==> config.mk <==
export PLATFORM = sky130hd
export DESIGN_NAME = mem_arbiter
export DESIGN_NICKNAME = d
export VERILOG_FILES = /design/src/rtl/mem_arbiter.sv
export SDC_FILE = /design/constraint.sdc
export NUM_CORES = 1
export LEC_CHECK = 0
export BUFFER_PORTS_ARGS = -buffer_cell sky130_fd_sc_hd__buf_4
export CAP_MARGIN = 10
export CORE_MARGIN = 2
export CORE_UTILIZATION = 45
export CTS_CLUSTER_DIAMETER = 80
export DETAILED_ROUTE_END_ITERATION = 12
export PLACE_DENSITY = 0.83
export SYNTH_ARGS = -nofsm -noshare
export SYNTH_HDL_FRONTEND = slang
export SYNTH_SLANG_ARGS = --single-unit
export TNS_END_PERCENT = 30
==> constraint.sdc <==
create_clock -name clk -period 3.7 [get_ports clk]
set_input_delay 0.74 -clock clk [delete_from_list [all_inputs] [get_ports clk]]
set_output_delay 0.74 -clock clk [all_outputs]
set_load 0.005 [all_outputs]
==> src/rtl/mem_arbiter.sv <==
// mem_arbiter: shares one single-word memory port between the CPU and an
// external requester (boot loader / debug DMA) using req/ack transactions.
// Optional feature macro: MEM_ARB_RR_EN selects round-robin tie-breaking;
// when undefined, the CPU always wins ties.
module mem_arbiter #(
  parameter int unsigned AW  = 32,
  parameter int unsigned DW  = 32,
  parameter int unsigned LAT = 1
) (
  input  logic          clk,
  input  logic          reset,
  input  logic          cpu_req,
  input  logic          cpu_we,
  input  logic [AW-1:0] cpu_addr,
  input  logic [DW-1:0] cpu_wdata,
  output logic [DW-1:0] cpu_rdata,
  output logic          cpu_ack,
  input  logic          ext_req,
  input  logic          ext_we,
  input  logic [AW-1:0] ext_addr,
  input  logic [DW-1:0] ext_wdata,
  output logic [DW-1:0] ext_rdata,
  output logic          ext_ack,
  output logic          mem_en,
  output logic          mem_we,
  output logic [AW-1:0] mem_addr,
  output logic [DW-1:0] mem_wdata,
  input  logic [DW-1:0] mem_rdata
);

  localparam int unsigned CW = (LAT > 1) ? $clog2(LAT) : 1;

  typedef enum logic [1:0] {
    IDLE   = 2'd0,
    ACCESS = 2'd1,
    DONE   = 2'd2
  } state_t;

  state_t        state;
  logic [CW-1:0] cnt;
  logic          sel;       // 0 = CPU, 1 = EXT
  logic          last_sel;  // side served most recently, 1 = EXT
  logic          lat_we;
  logic          grant_ext_c;

`ifdef MEM_ARB_RR_EN
  // Round-robin: on a tie grant the side that was not served last
  always_comb begin
    grant_ext_c = 1'b0;
    if (cpu_req && ext_req) grant_ext_c = ~last_sel;
    else                    grant_ext_c = ext_req;
  end
`else
  logic unused_last_sel_c;
  assign unused_last_sel_c = last_sel;

  // Fixed priority: CPU wins every tie, EXT only when the CPU is quiet
  always_comb begin
    grant_ext_c = 1'b0;
    grant_ext_c = ext_req & ~cpu_req;
  end
`endif

  // Arbitration FSM: latch winner, sequence the memory access, return data and ack
  always_ff @(posedge clk) begin
    if (reset) begin
      state     <= IDLE;
      cnt       <= '0;
      sel       <= 1'b0;
      last_sel  <= 1'b1;
      lat_we    <= 1'b0;
      mem_en    <= 1'b0;
      mem_we    <= 1'b0;
      mem_addr  <= '0;
      mem_wdata <= '0;
      cpu_ack   <= 1'b0;
      ext_ack   <= 1'b0;
      cpu_rdata <= '0;
      ext_rdata <= '0;
    end else begin
      cpu_ack <= 1'b0;
      ext_ack <= 1'b0;
      case (state)
        IDLE: begin
          if (cpu_req || ext_req) begin
            sel       <= grant_ext_c;
            lat_we    <= grant_ext_c ? ext_we : cpu_we;
            mem_we    <= grant_ext_c ? ext_we : cpu_we;
            mem_addr  <= grant_ext_c ? ext_addr : cpu_addr;
            mem_wdata <= grant_ext_c ? ext_wdata : cpu_wdata;
            cnt       <= (grant_ext_c ? ext_we : cpu_we) ? '0 : CW'(LAT - 1);
            mem_en    <= 1'b1;
            state     <= ACCESS;
          end else begin
            mem_en <= 1'b0;
            mem_we <= 1'b0;
          end
        end
        ACCESS: begin
          if (cnt != '0) begin
            cnt <= cnt - CW'(1);
          end else begin
            mem_en <= 1'b0;
            mem_we <= 1'b0;
            state  <= DONE;
          end
        end
        DONE: begin
          if (!lat_we) begin
            if (sel) ext_rdata <= mem_rdata;
            else     cpu_rdata <= mem_rdata;
          end
          if (sel) ext_ack <= 1'b1;
          else     cpu_ack <= 1'b1;
          last_sel <= sel;
          state    <= IDLE;
        end
        default: begin
          mem_en <= 1'b0;
          mem_we <= 1'b0;
          state  <= IDLE;
        end
      endcase
    end
  end

endmodule

==> metrics.txt, run 1 <==
Netlist cell types 28; H-tree depth 4; status complete, no violations; internal power 2920 uW; fin area 8500 um2; Combinational Power Share 0.177; WHS Endpoint ext_rdata[2]; total iterations of the first detailed-routing run 6; first-pass GRT wire length 27.4 mm; filler cell count 999; post-synthesis mux area share 0.00174; Clock Power Share 0.407; Worst Skew 0.00411 ns; layout cell share with drive strength beyond 1 0.414; antenna cells 0; Post-DP Area 7940 um2; final slew viol count 0; Total GRT Usage 0.261; sequential-to-total area share from yosys stat 0.473; Vias/cell 5.30; Worst-path clk slew 0.05 ns; DRT iter0 DRCs 484; relative slew slack 0.201; crit end category register; Synth Cell Area 5750 um2; Yosys top cell area share 0.473; Post-synth EDFFs 0; Layout Area Growth over Synthesis 47.7%; CTS tree yes; final hold vios 0; power per cell area 462 nW/um2; fin nets 1100; IO Pins 298; max cap viols 0; crit path launch type register; clk root buf clkbuf_16; utilization after layout 0.676; Design Power 3930 uW; largest family of logic cells by synthesized area compound AO/OA/AOI/OAI gates; clk_lat worst skew 0.41 ns; RePlAce Congestion 0.876; hold buffers post-CTS 0; Slowest Stage Delay on Critical Path 1.01 ns; DR WL/cell 16.6 um; Final setup viols 0; Synth area leader dfxtp_1; CTS Buf Count 17; Die X 117 um; worst path cell trace or4b_1 -> nand2_1 -> a21oi_1; residual DRC count 0; WL final 18.6 mm; Data arrival, critical path 2.32 ns; Most used DFF post-synth dfxtp_1; Sink Count 136; Synth Instances 676; Total Neg Setup Slack 0 ns; WHS Path Cells 2; Ys Warns 0; hold path start ext_rdata[2]; leak pwr 0.00364 uW; post-detailed-route count of antenna-violating nets 0; Final Cycle Share 0.559; XOR/XNOR share of the synthesized area 0; Reg-to-Reg Start state[1]; synth top area cells dfxtp_1 47%, nand2_1 17%, a311oi_2 13%; measured slew at the worst slew-check pin 1.20 ns; initial core utilization 0.458; initial antenna violation count 0; sw frac 0.256; Placement Rows 41; vias in the first global route 5490; Post-CTS Setup Inserts 0; Synth Register Bits 136; fmax 484 MHz; Worst IR Drop VDD 0.277 mV; Net Count, Synth 842; critical-path maximum fanout 32; Async S/R FF share, synth 0; crit path time final 2.07 ns; largest net degree at the start of global routing 79; Die Ht 117 um; RSZ-0062 raised after global routing no; simple-gate share of the synthesized area 0.190; Req. time, crit path 3.95 ns; r2r setup slk 1.63 ns; worst hold margin 0.453 ns; Core ar. 12600 um2; reg-to-reg endpoint cpu_rdata[6]; sequential share of power 0.416; Reg2Reg Depth 3; CTS Buffer Depth 2; Worst path slowest cell or4b_1; post-DP HPWL 12.9 mm; PortBufs 297; die area 13700 um2; Synth Area in Compound Gates 0.270; syn avg cell area 8.51 um2; Crit Path Category reg2reg; total gr overflow 0; Hold WC Path Type reg2reg; Adder-Cell Fraction of Synth Area 0; Post-CTS Resized 0; DR vias 5924; NetSw 1010 uW
## routing by layer
metal | track usage | vias up | wire length (um)
met5 | 0 | - | 0
met4 | 0.149 | 0 | 818
met3 | 0.0757 | 54 | 1650
met2 | 0.436 | 297 | 9200
met1 | 0.300 | 2723 | 6910
li1 | - | 2850 | -
## registers in the layout, summed over array words and instances (netlist names)
signal	cells
cpu_rdata	32
ext_rdata	32
mem_addr	32
mem_wdata	32
state	2
cpu_ack	1
ext_ack	1
lat_we	1
mem_en	1
mem_we	1
sel	1
## synth_stat cells, drive strengths merged, types with 2 or more instances
library cell	number
nand2	257
dfxtp	136
a21oi	131
a311oi	64
buf	38
clkbuf	30
nor2	3
a211oi	2
nor4b	2
## worst max-delay path by stage
stage | start | to | slack, ns | depth (start not counted)
5_1_grt | state[1] | cpu_rdata[4] | 1.51 | 3
3_5_place_dp | ext_req | mem_addr[29] | 1.43 | 5
2_1_floorplan | ext_req | mem_addr[0] | 1.95 | 6
3_3_place_gp | cpu_req | lat_we | 1.56 | 5
6_report | state[1] | cpu_rdata[6] | 1.63 | 3
4_1_cts | state[1] | cpu_rdata[6] | 1.61 | 3
## layout by cell type (no fill, tap or decap), drive strengths merged
master	instances
dfxtp	136
a311oi	64
buf	307
clkbuf	21
nand2b	1
nand3	1
and3	1
nand3b	1
nor3b	1
or2	1
a211oi	2
and2	1
o31ai	1
a21oi	131
bufinv	2
nand2	257
mux2i	1
nor4bb	1
nor4b	2
nor2	3
nor2b	1
or4b	1
clkinv	8
nand4bb	1
## critical path: cells and delay by family, from the launching register on
family             cells  cell delay, ns
DFF                    1            0.53
AOI/OAI and AO/OA      1            0.09
and+or+nand+nor        2            1.27
## metrics by stage
| step | std cells | setup slack (ns) |
|---|---|---|
| floorplan | 676 | 1.95 |
| finish | 1118 | 1.63 |
| CTS | 1118 | 1.61 |
| global route | 1118 | 1.51 |
| detailed placement | 1087 | 1.43 |
| global placement | 1087 | 1.56 |
## area by class of cell
class / instances / area [um2] / area share
flip-flops and latches: 136 / 2720 / 0.320
repair buffers: 307 / 2320 / 0.273
clock buffers: 21 / 450 / 0.0530
well taps: 172 / 215 / 0.0253
clock inverters: 10 / 104 / 0.0122
multi-input cells: 472 / 2690 / 0.316
## cell families after synthesis
kind of cell / after synthesis
flip-flops: 136
AND/OR/NAND/NOR: 273
AO/OA/AOI/OAI: 198
multiplexers: 1
buffers and inverters: 68
## power groups by stage
stage,combinational (uW),clock (uW),sequential [uW]
global placement,681,0,1660
global route,752,1690,1640
detailed placement,692,0,1660
CTS,694,1620,1630
finish,694,1600,1630
floorplan,353,0,1650
No activity file was read; power rests on OpenSTA's default activity.
==> inputs of run 2 (changes only) <==
--- a/config.mk
+++ b/config.mk
@@ -5,13 +5,14 @@
 export SDC_FILE = /design/constraint.sdc
 export NUM_CORES = 1
 export LEC_CHECK = 0
+export ABC_AREA = 1
 export BUFFER_PORTS_ARGS = -buffer_cell sky130_fd_sc_hd__buf_4
 export CAP_MARGIN = 10
 export CORE_MARGIN = 2
-export CORE_UTILIZATION = 45
+export CORE_UTILIZATION = 40
 export CTS_CLUSTER_DIAMETER = 80
 export DETAILED_ROUTE_END_ITERATION = 12
-export PLACE_DENSITY = 0.83
+export PLACE_DENSITY = 0.79
 export SYNTH_ARGS = -nofsm -noshare
 export SYNTH_HDL_FRONTEND = slang
 export SYNTH_SLANG_ARGS = --single-unit
==> constraint.sdc (replaced) <==
create_clock -name clk -period 1.9 [get_ports clk]
set_input_delay 0.38 -clock clk [delete_from_list [all_inputs] [get_ports clk]]
set_output_delay 0.38 -clock clk [all_outputs]
set_load 0.005 [all_outputs]
==> run 2 against run 1 <==
Hold slack got worse by 0.24 ns; first-iteration DRC count down 8.9%; cell count rose by 14%; die area is 7.8% higher; sequential power grew 95%; largest cell class unchanged; highest routed layer unchanged.
==> metrics.txt, run 2 <==
post-detailed-route count of antenna-violating nets 0 (unchanged); simple-gate share of the synthesized area 0.325 (+0.135); max cap viols 0 (unchanged); Slowest Stage Delay on Critical Path 0.58 ns (-0.43 ns); vias in the first global route 5567 (+1.4%); post-synthesis mux area share 0 (-0.00174); DR WL/cell 13.6 um (-18%); H-tree depth 4 (unchanged); WHS Endpoint mem_we; crit end category register; Die Ht 122 um (+3.8%); Synth Register Bits 136 (unchanged); DR WL met2 8.26 mm (-10%); layout cell share with drive strength beyond 1 0.326 (-0.0881); Ys Warns 0 (unchanged); Post-synth EDFFs 0 (unchanged); status complete, no violations; Crit Path Category reg2reg; RSZ-0062 raised after global routing no; CP delay by family, top simple AND/OR/NAND/NOR gates; Data arrival, critical path 2.01 ns (-0.31 ns); Die X 122 um (+3.8%); CTS tree yes; fin area 8540 um2 (+0.47%); Post-CTS Setup Inserts 0 (unchanged); IO Pins 298 (unchanged); Layout Area Growth over Synthesis 54.5%; Reg2Reg Depth 6 (+3); utilization after layout 0.640 (-0.0365); Vias/cell 4.74 (-10%); Worst Skew 0.00854 ns (+0.00443 ns); Adder-Cell Fraction of Synth Area 0 (unchanged); clk root buf clkbuf_16; initial antenna violation count 0 (unchanged); XOR/XNOR share of the synthesized area 0 (unchanged); sequential-to-total area share from yosys stat 0.493 (+0.0194); Placement Rows 42 (+2.4%); crit path launch type register; max layer used met4; largest family of logic cells by synthesized area simple AND/OR/NAND/NOR gates; Netlist cell types 20 (-29%); worst path cell trace inv_2 -> nand2_1 -> nor2_4 -> buf_4 -> o21ai_1 -> nor2_1; Hold WC Path Type in2reg; final slew viol count 0 (unchanged); CTS Buffer Depth 2 (unchanged); final hold vios 0 (unchanged); DR vias 6025 (+1.7%); sequential cell area 2720 um2 (unchanged); WHS Path Cells 2 (unchanged); relative slew slack 0.553 (+0.352); routed length on met3 1.35 mm (-18%); filler cell count 1205 (+21%); power per cell area 952 nW/um2 (+110%); Core ar. 13300 um2 (+6.2%); Most used DFF post-synth dfxtp_1; Synth area leader dfxtp_1; fin nets 1248 (+13%); Net Count, Synth 970 (+15%); die area 14800 um2 (+7.8%); residual DRC count 0 (unchanged); Sink Count 136 (unchanged); Yosys top cell area share 0.493 (+0.0194); Final Cycle Share 0.879 (+0.320); WL final 17.2 mm (-7.2%); crit path time final 1.67 ns (-0.397 ns); Final setup viols 0 (unchanged); fmax 599 MHz (+24%); critical-path maximum fanout 28 (-13%); Total GRT Usage 0.232 (-0.0296); area of the multi-input gates 2490 um2 (-7.4%); CTS Buf Count 17 (unchanged); r2r setup slk 0.23 ns (-1.40 ns); Reg-to-Reg Start state[1]; syn avg cell area 6.87 um2 (-19%); Worst-path clk slew 0.06 ns (about the same); leak pwr 0.00421 uW (+16%); antenna cells 0 (unchanged); clk_lat worst skew 0.41 ns (about the same); synth top area cells dfxtp_1 49%, nor2_1 18%, nand2_1 14%; Total Neg Setup Slack 0 ns (unchanged); first-pass GRT wire length 26.9 mm (-1.9%); DRT iter0 DRCs 441 (-8.9%); Synth Area in Compound Gates 0.121 (-0.149); Async S/R FF share, synth 0 (unchanged); top-count cell post-synth nor2_1; Synth Cell Area 5530 um2 (-3.9%); Worst path slowest cell nor2_4; initial core utilization 0.414 (-0.0437); RePlAce Congestion 0.821 (-6.4%); total gr overflow 0 (unchanged); PortBufs 297 (unchanged); hold path start reset; post-DP HPWL 12.1 mm (-6.1%); Post-synth top cells 261 x nor2_1, 202 x nand2_1, 136 x dfxtp_1, 106 x o21ai_0, 22 x o21ai_1; Worst IR Drop VDD 0.627 mV (+130%); Met1 Wirelength 7.25 mm (+4.9%); Post-DP Area 7870 um2 (-0.87%); Req. time, crit path 2.24 ns (-1.71 ns); commonest non-fill, non-tap cells in the layout 307 x buf_4, 261 x nor2_1, 202 x nand2_1; Worst Path Buf+Inv 2 (+2); measured slew at the worst slew-check pin 0.670 ns (-0.529 ns); total iterations of the first detailed-routing run 5 (-1); largest net degree at the start of global routing 105 (+33%); commonest non-fill, non-tap cell in the layout buf_4; Synth Instances 804 (+19%); reg-to-reg endpoint mem_wdata[6]
run 2: cell types whose count changed in the layout (fill, tap and decap cells not counted), sizes merged, moves of 3 or more:
cell	delta
nor2	+261
o21ai	+129
a21oi	-127
a311oi	-64
nand2	-52
inv	+8
buf	+6
bufinv	+3
nor3	+3
run 2: per-stage QoR:
| stage | power [uW] | worst slack (ns) | hold slack, ns | std cells |
|---|---|---|---|---|
| 6_report | 8130 | 0.230 | 0.211 | 1270 |
| 5_1_grt | 8490 | 0.0910 | 0.200 | 1270 |
| 4_1_cts | 8190 | 0.160 | 0.197 | 1270 |
| 3_5_place_dp | 4580 | -0.0598 | 0.458 | 1238 |
| 3_3_place_gp | 4560 | -0.00883 | 0.455 | 1238 |
| 2_1_floorplan | 3830 | 0.750 | 0.444 | 804 |
run 2: area by class of cell:
class,instances,share of cell area
Timing Repair Buffer,313,0.284
Inverter,8,0.00352
Sequential cell,136,0.319
Clock inverter,12,0.0233
Tap cell,176,0.0258
Clock buffer,19,0.0531
Multi-Input combinational cell,606,0.291
run 2: cell families after synthesis:
kind of cell    after synthesis
simple gates                472
buf+inv                      63
flops                       136
compound gates              133
run 2: layer usage:
metal | track usage | vias to the layer above
met5 | 0 | -
li1 | - | 3073
met4 | 0.0955 | 0
met1 | 0.274 | 2655
met3 | 0.0576 | 24
met2 | 0.402 | 273
run 2: report_power, final:
part           internal (uW)  leakage (uW)  total [uW]  switching (uW)
sequential              3070       0.00112        3180             110
clock                   2390      0.000319        3600            1210
combinational            698       0.00277        1350             652
total                   6160       0.00421        8130            1970
run 2: worst max-delay path by stage:
stage	start	to	cells after the start
after floorplan	reset	mem_addr[0]	6
after global placement	ext_req	mem_wdata[4]	6
after detailed placement	ext_req	mem_wdata[3]	6
after CTS	state[1]	mem_wdata[28]	5
after global routing	state[1]	mem_wdata[11]	6
final	state[1]	mem_wdata[6]	6
run 2: what timing repair did:
item,in CTS,in global routing
endpoints found under the setup margin,1,21
gates cloned,1,0
hold endpoints to repair,0,0
pin swaps,1,0
resized for setup,0,1
hold buffers,0,0
==> inputs of run 3 (changes only) <==
--- a/config.mk
+++ b/config.mk
@@ -9,10 +9,10 @@
 export BUFFER_PORTS_ARGS = -buffer_cell sky130_fd_sc_hd__buf_4
 export CAP_MARGIN = 10
 export CORE_MARGIN = 2
-export CORE_UTILIZATION = 40
+export CORE_UTILIZATION = 35
 export CTS_CLUSTER_DIAMETER = 80
 export DETAILED_ROUTE_END_ITERATION = 12
-export PLACE_DENSITY = 0.79
+export PLACE_DENSITY = 0.68
 export SYNTH_ARGS = -nofsm -noshare
 export SYNTH_HDL_FRONTEND = slang
 export SYNTH_SLANG_ARGS = --single-unit
==> constraint.sdc (replaced) <==
create_clock -name clk -period 2.04 [get_ports clk]
set_input_delay 0.408 -clock clk [delete_from_list [all_inputs] [get_ports clk]]
set_output_delay 0.408 -clock clk [all_outputs]
set_load 0.005 [all_outputs]
==> run 3 against run 2 <==
Sequential cell count is the same; global-route usage shrank 2.6 points; core utilization shrank 8.7 points; via count shrank 1.9%; sequential power shrank 6.9%; critical path type unchanged; largest power group unchanged.
==> metrics.txt, run 3 (synthesis results as in run 2) <==
Clock Power Share 0.428 (-0.015); commonest non-fill, non-tap cell in the layout buf_4; vias in the first global route 5539 (-0.50%); Crit Path Category reg2reg; CTS Buffer Depth 2 (unchanged); fin nets 1243 (-0.40%); Final Cycle Share 0.812 (-0.0669); IO Pins 298 (unchanged); final hold vios 0 (unchanged); post-detailed-route count of antenna-violating nets 0 (unchanged); measured slew at the worst slew-check pin 0.819 ns (+0.150 ns); Req. time, crit path 2.39 ns (+0.15 ns); critical-path maximum fanout 24 (-14%); layout cell share with drive strength beyond 1 0.320 (-0.00614); sw frac 0.245 (+0.00217); CTS tree yes; Core ar. 15300 um2 (+15%); leak pwr 0.00414 uW (-1.5%); Die X 130 um (+6.7%); Layout Area Growth over Synthesis 53.1%; final slew viol count 0 (unchanged); Total GRT Usage 0.205 (-0.0263); post-DP HPWL 12.6 mm (+3.8%); total gr overflow 0 (unchanged); DR vias 5908 (-1.9%); DR WL/cell 13.6 um (about the same); fmax 604 MHz (+0.81%); first-pass GRT wire length 27.1 mm (+0.72%); internal power 5550 uW (-9.9%); RSZ-0062 raised after global routing no; sequential share of power 0.403 (+0.012); Worst-path clk slew 0.06 ns (about the same); H-tree depth 4 (unchanged); Combinational Power Share 0.168 (+0.002); PortBufs 297 (unchanged); commonest non-fill, non-tap cells in the layout 305 x buf_4, 261 x nor2_1, 202 x nand2_1; Worst IR Drop VDD 0.641 mV (+2.2%); Sink Count 136 (unchanged); Worst Skew 0.00723 ns (-0.00131 ns); antenna cells 0 (unchanged); RePlAce Congestion 0.790 (-3.8%); relative slew slack 0.453 (-0.0993); Total Neg Setup Slack 0 ns (unchanged); NetSw 1800 uW (-8.8%); CTS Buf Count 17 (unchanged); filler cell count 1552 (+29%); largest net degree at the start of global routing 82 (-22%); Vias/cell 4.54 (-4.3%); clk_lat worst skew 0.41 ns (about the same); crit path launch type register; DRT iter0 DRCs 287 (-35%); Die Ht 130 um (+6.7%); initial antenna violation count 0 (unchanged); total iterations of the first detailed-routing run 4 (-1); Data arrival, critical path 2.01 ns (about the same); Post-CTS Resized 0 (unchanged); WL final 17.7 mm (+2.4%); Hold WC Path Type in2reg; initial core utilization 0.361 (-0.0532); clk root buf clkbuf_16; residual DRC count 0 (unchanged); crit end category register; crit path time final 1.66 ns (-0.0135 ns); utilization after layout 0.552 (-0.0872); status complete, no violations; Final setup viols 0 (unchanged); max cap viols 0 (unchanged); hold buffers post-CTS 0 (unchanged); die area 16800 um2 (+14%); Placement Rows 45 (+7.1%); power per cell area 868 nW/um2 (-8.8%)
run 3: changes by cell type in the layout (fill, tap and decap cells not counted):
cell / delta
clkinv_4: -3
clkbuf_1: +4
nor2_2: +1
buf_4: -2
buf_12: -3
clkinvlp_4: +1
clkbuf_8: +2
clkinv_2: -1
nor2_4: -1
bufinv_16: -2
run 3: final cells by class:
cell class / count / area [um2] / share of cell area
Sequential cell: 136 / 2720 / 0.322
Clock inverter: 7 / 115 / 0.0136
Tap cell: 211 / 264 / 0.0312
Timing Repair Buffer: 308 / 2350 / 0.278
Multi-Input combinational cell: 606 / 2480 / 0.293
Inverter: 8 / 30.0 / 0.00355
Clock buffer: 25 / 495 / 0.0586
run 3: path summary, 6_finish.rpt:
| check | from | to | slack, ns | cells after the start |
|---|---|---|---|---|
| worst min-delay path | reset | mem_en | 0.24 | 2 |
| worst max-delay path | state[1] | mem_wdata[23] | 0.38 | 6 |
| worst max register to register | state[1] | mem_wdata[23] | 0.38 | 6 |
| worst min register to register | mem_en | mem_en | 0.46 | 2 |
run 3: power groups by stage:
stage                     sequential [uW]  clock (uW)  combinational [uW]
after floorplan                      3020           0                 539
after global placement               3010           0                1230
after detailed placement             3010           0                1240
after CTS                            2960        3210                1240
after global routing                 2990        3320                1380
final                                2960        3150                1240
run 3: per-stage QoR:
stage	hold slack, ns	setup WS [ns]	cells	total power, uW	instance area (um2)
after global placement	0.454	0.104	1268	4240	7840
after floorplan	0.444	0.862	804	3560	5530
after CTS	0.216	0.154	1300	7420	8450
after detailed placement	0.455	0.0479	1268	4260	7840
after global routing	0.231	0.186	1301	7690	8460
final	0.237	0.383	1301	7350	8460
run 3: routing by layer:
| layer | track usage | routed length [um] | share of wire |
|---|---|---|---|
| met1 | 0.236 | 7350 | 0.42 |
| met4 | 0.0980 | 537 | 0.030 |
| met2 | 0.346 | 8300 | 0.47 |
| met5 | 0 | 0 | 0 |
| met3 | 0.0669 | 1470 | 0.083 |
run 3: timing repair:
action | in CTS | in global routing
endpoints found under the hold margin | 0 | 0
endpoints found under the setup margin | 0 | 3
buffers inserted | 0 | 0
run 3: critical path, cell delays in order (launching register included):
cell and delay [ns]:
dfxtp_1 0.33, inv_2 0.09, nand2_1 0.12, nor2_4 0.44, buf_4 0.36, o21ai_0 0.12
nor2_1 0.12
